==> src/rtl/lsfr.sv <==
// Free-running Fibonacci LFSR. Shifts left one bit per clock and feeds the
// XOR of the tap bits back into the LSB. Taps come from a fixed table of
// maximal-length polynomials, chosen at elaboration time from DATA.
module lsfr #(
    parameter int DATA = 8
) (
    input  logic            clk,
    input  logic            reset,
    output logic [DATA-1:0] out
);

    // Tap masks for each width. Bit p-1 is set for each 1-indexed tap p.
    function automatic logic [15:0] tap_mask16(input int width);
        case (width)
            2:       return 16'h0003; // 2,1
            3:       return 16'h0006; // 3,2
            4:       return 16'h000C; // 4,3
            5:       return 16'h0014; // 5,3
            6:       return 16'h0030; // 6,5
            7:       return 16'h0060; // 7,6
            8:       return 16'h00B8; // 8,6,5,4
            9:       return 16'h0110; // 9,5
            10:      return 16'h0240; // 10,7
            11:      return 16'h0500; // 11,9
            12:      return 16'h0829; // 12,6,4,1
            13:      return 16'h100D; // 13,4,3,1
            14:      return 16'h2015; // 14,5,3,1
            15:      return 16'h6000; // 15,14
            16:      return 16'hD008; // 16,15,13,4
            default: return 16'h0000;
        endcase
    endfunction

    localparam logic [15:0]     TAP_MASK16 = tap_mask16(DATA);
    localparam logic [DATA-1:0] TAP_MASK   = TAP_MASK16[DATA-1:0];

    // Widths outside the tap table have no polynomial; stop elaboration.
    generate
        if (DATA < 2 || DATA > 16) begin : g_bad_width
            $error("lsfr: DATA must be in 2..16");
        end
    endgenerate

    logic [DATA-1:0] s_q;
    logic [DATA-1:0] s_d;
    logic            fb;

    // Feedback is a reduction XOR over constant-masked state bits.
    always_comb begin
        fb  = ^(s_q & TAP_MASK);
        s_d = {s_q[DATA-2:0], fb};
    end

    // State register: reset loads the nonzero seed, otherwise advance one step.
    always_ff @(posedge clk) begin
        if (!reset) begin
            s_q <= {{(DATA-1){1'b0}}, 1'b1};
        end else begin
            s_q <= s_d;
        end
    end

    assign out = s_q;

endmodule

==> config.mk <==
export PLATFORM = sky130hd
export DESIGN_NAME = lsfr
export DESIGN_NICKNAME = d
export VERILOG_FILES = /design/src/rtl/lsfr.sv
export SDC_FILE = /design/constraint.sdc
export NUM_CORES = 1
export LEC_CHECK = 0
export CELL_PAD_IN_SITES_DETAIL_PLACEMENT = 2
export CELL_PAD_IN_SITES_GLOBAL_PLACEMENT = 2
export CORE_AREA = 3 3 40 42
export CTS_CLUSTER_SIZE = 8
export DETAILED_ROUTE_END_ITERATION = 16
export DIE_AREA = 0 0 43 45
export PLACE_DENSITY_LB_ADDON = 0.1
export SLEW_MARGIN = 20
export SYNTH_ARGS = -nofsm -noshare
export SYNTH_HDL_FRONTEND = slang
export SYNTH_SLANG_ARGS = --single-unit
==> constraint.sdc <==
create_clock -name clk -period 1.2 [get_ports clk]
set_input_delay 0.36 -clock clk [delete_from_list [all_inputs] [get_ports clk]]
set_output_delay 0.36 -clock clk [all_outputs]
set_load 0.01 [all_outputs]
== Word-level counts from Yosys, hierarchy flattened ==
Cells that the tools add are included.
Operators by class
  reduce and logical (&&, ||, !) cells: 1
Operators with widths (number)
  parity 8 bit: 1
Word-level totals
  flip-flop bits (word level): 8

== Depth between registers and ports, before layout ==
  depth in word-level cells: 1
  depth in mapped cells: 3
  mapped depth without buffers: 3

== Worst setup path after synthesis ==
No wires, ideal clock.
  path type: register to register
  from: register s_q[4], in the netlist out[4]
  to: register s_q[0], in the netlist out[0]
  library setup time: 0.115 ns
  stages on the path, launching flop included: 4
  path slack: 0.348 ns
  path buffers: 0
  arrival time: 0.737 ns
  required time: 1.085 ns
  clock period less this slack: 0.852 ns
  cells stage by stage: dfxtp_1 xor2_1 xnor2_1 nand2_1
Between the ends
  word-level cells in the longest chain between the ends: 1
Ends and longest elaborated chain
  from (decl): RTL line 44  | logic [DATA-1:0] s_q;
  from (signal assigned): RTL line 57  | s_q <= {{(DATA-1){1'b0}}, 1'b1};
  parity 8 bit: RTL line 50  | fb = ^(s_q & TAP_MASK);
Every way passes these cells.
A chain may end at the register's enable or synchronous reset.

== Worst setup path after layout ==
  from: register s_q[4], in the netlist out[4]
  to: output port out[4]
RTL lines
  to (decl): RTL line 9  | output logic [DATA-1:0] out
No word-level cell between the ends.

==> flow_metrics.py <==
metrics = {
    "floorplan": {
        "die-width_um": 43,
        "num_rows": 13,
        "start_util": 0.183,
        "fp.coreArea_mm2": 0.00128,
        "die_h_um": 45,
        "ioPinCount": 10,
        "die_area_mm2": 0.00194,
    },
    "drt": {
        "vias": 182,
        "vias_per_cell": 3.64,
        "drt_iter0_markers": 1,
        "wl_um": 495,
        "drtAntennaViolNets": 0,
        "drc": 0,
        "drt-wirelength-per-cell_um": 9.90,
        "first_pass_iters": 2,
    },
    "pwr": {
        "pwr_density_cell_mw_per_mm2": 1400,
        "power_frac_comb": 0.065,
        "total_power_uw": 508,
        "switching_share": 0.200,
        "ir_worst_vdd_uv": 547,
        "intPower_uw": 407,
        "cellLeakagePower_nw": 0.184,
        "p_seq_frac": 0.549,
        "pwr-share-clk": 0.386,
        "switchingPower_uw": 102,
    },
    "grt": {
        "grt.met3_usage": 0.0279,
        "antenna_found_initial": 0,
        "grt-busiest-layer": "met2",
        "grt_max_degree": 9,
        "grt_use_met1": 0.0657,
        "grt_overflow": 0,
        "met2_usage": 0.105,
        "grt_pass1_wl_um": 897,
        "first_global_vias": 224,
        "track_usage": 0.0677,
    },
    "sta": {
        "fin_setup_tns_ns": 0,
        "finalCritPeriodShare": 0.957,
        "fin_worst_skew_ns": 0.00258,
        "max_freq_mhz": 871,
        "setup-violations-final": 0,
        "tightest_slew_ns": 0.212,
        "rsz0062_at_grt": "no",
        "hold_violations": 0,
        "slew_violations": 0,
        "whs_ns": 0.459,
        "period_needed_ns": 1.15,
        "slew_headroom": 0.858,
    },
    "worst_setup_path": {
        "path_buf_inv": 1,
        "crit_type": "reg2out",
        "rrSetupSlack_ns": 0.25,
        "cpPeakStageDelay_ns": 0.33,
        "critPathMaxFanout": 2,
        "critPathCapture": "out[4]",
        "startpoint": "out[4]",
        "r2r_cells": 4,
        "path_depth": 1,
        "crit_path_top_delay_cell": "dfxtp_2",
        "r2r_end": "out[0]",
        "crit_arrival_ns": 0.79,
        "r2r_start": "out[3]",
        "cp_top_family": "flip-flops",
        "end_kind": "output pin",
        "crit_chain": "clkdlybuf4s15_2",
        "required_ns": 0.84,
        "startpoint_type": "flop",
    },
    "yosys": {
        "ys_ff_latch": 8,
        "yosysMostFrequentCell": "dfxtp_1",
        "async_reset_ff_frac": 0,
        "ys_top_cells_by_area": "dfxtp_1 (68%), and2_1 (16%), xor2_1 (7.4%)",
        "ys_seq_area_frac": 0.681,
        "avgSynthCellArea_um2": 12.4,
        "synth_edf_count": 0,
        "synthTopCellsByCount": "dfxtp_1 (8), and2_1 (6), xor2_1 (2)",
        "synth_nets": 21,
        "synth.distinct_cells": 6,
        "syn_area_um2": 235,
        "synthCells": 19,
        "yosysWarnings": 0,
        "yosysTopAreaCell": "dfxtp_1",
        "yosys_most_used_dff": "dfxtp_1",
        "yosysTopAreaCellShare": 0.681,
    },
    "worst_hold_path": {
        "hp-class": "reg2reg",
    },
    "layout": {
        "final_cells": 50,
        "num-nets-final": 39,
        "drive_above_1_share": 0.486,
        "diodes": 0,
        "utilization": 0.283,
        "area_growth_pct": 54.8,
        "largest_reg_flops": 8,
    },
    "placement": {
        "portBuffers": 9,
        "finalWeightedCongestion": 0.652,
        "dp_cells": 47,
    },
    "status": {
        "outcome": "finished clean",
    },
    "clock_network": {
        "clk_latency_ns": 0.24,
        "cts_setup_buffers": 0,
        "cts.sinks": 8,
        "cts-buffers-inserted": 3,
        "clk_pin_slew_ns": 0.05,
        "root_buffer": "clkbuf_4",
        "h-tree-depth": 1,
        "clk_path_buf_depth": 2,
        "ctsHoldBuffers": 0,
        "tritoncts": "built",
    },
    "run": {
        "drv_cap": 0,
    },
}
-- power by group through the flow --
stage / Combinational (mW) / Sequential, mW / Clock, mW
6_report: 0.0329 / 0.279 / 0.196
5_1_grt: 0.0373 / 0.281 / 0.227
4_1_cts: 0.0375 / 0.279 / 0.208
3_5_place_dp: 0.0419 / 0.285 / 0
3_3_place_gp: 0.0421 / 0.284 / 0
2_1_floorplan: 0.00823 / 0.290 / 0
-- timing repair --
action | 4_1_cts | 5_1_grt
hold endpoints to repair | 0 | 0
endpoints found under the setup margin | 8 | 8
resized for setup | 16 | 9
-- placed cells by master (no fill, tap or decap) --
master           instances
xor2_1                   2
clkdlybuf4s50_1          1
and2_1                   6
dfxtp_1                  7
clkbuf_2                 7
clkdlybuf4s15_2          1
dfxtp_2                  1
buf_4                    4
clkbuf_4                 3
nand2_1                  1
and2_2                   1
xnor2_1                  1
-- worst min-delay path by stage --
| stage | start | endpoint | slack [ns] | depth (start not counted) |
|---|---|---|---|---|
| floorplan | reset | out[0] | 0.42 | 1 |
| global placement | out[0] | out[1] | 0.44 | 1 |
| detailed placement | out[0] | out[1] | 0.45 | 1 |
| CTS | out[0] | out[1] | 0.46 | 1 |
| global route | out[2] | out[3] | 0.50 | 1 |
| finish | out[0] | out[1] | 0.46 | 1 |
-- layer usage --
metal  wire length [um]  part of all wire  up-vias
li1                   -                 -       92
met1                202              0.41       82
met2                233              0.47        6
met3                 51              0.10        2
met4                  7             0.014        0
met5                  0                 0        -
-- logic make-up (layout without fill, tap and decap cells) --
logic type	Yosys count	in the layout	share of synthesized area
and+or+nand+nor	8	8	0.207
buffers and inverters	0	16	0
DFF	8	8	0.681
xor gates and xnor gates	3	3	0.112
-- metrics by stage --
step           worst slack, ns  instance area, um2
6_report                0.0514                 364
5_1_grt                 0.0236                 364
4_1_cts                0.00217                 397
3_5_place_dp           -0.0407                 374
3_3_place_gp           -0.0171                 374
2_1_floorplan            0.348                 235
-- area by class of cell --
class	instances	area, um2
timing repair buffer	13	86.3
tap	15	18.8
fill	146	921
multi-input combinational	11	75.1
clock buffer	3	22.5
sequential	8	161
(Power assumes the default switching activity.)
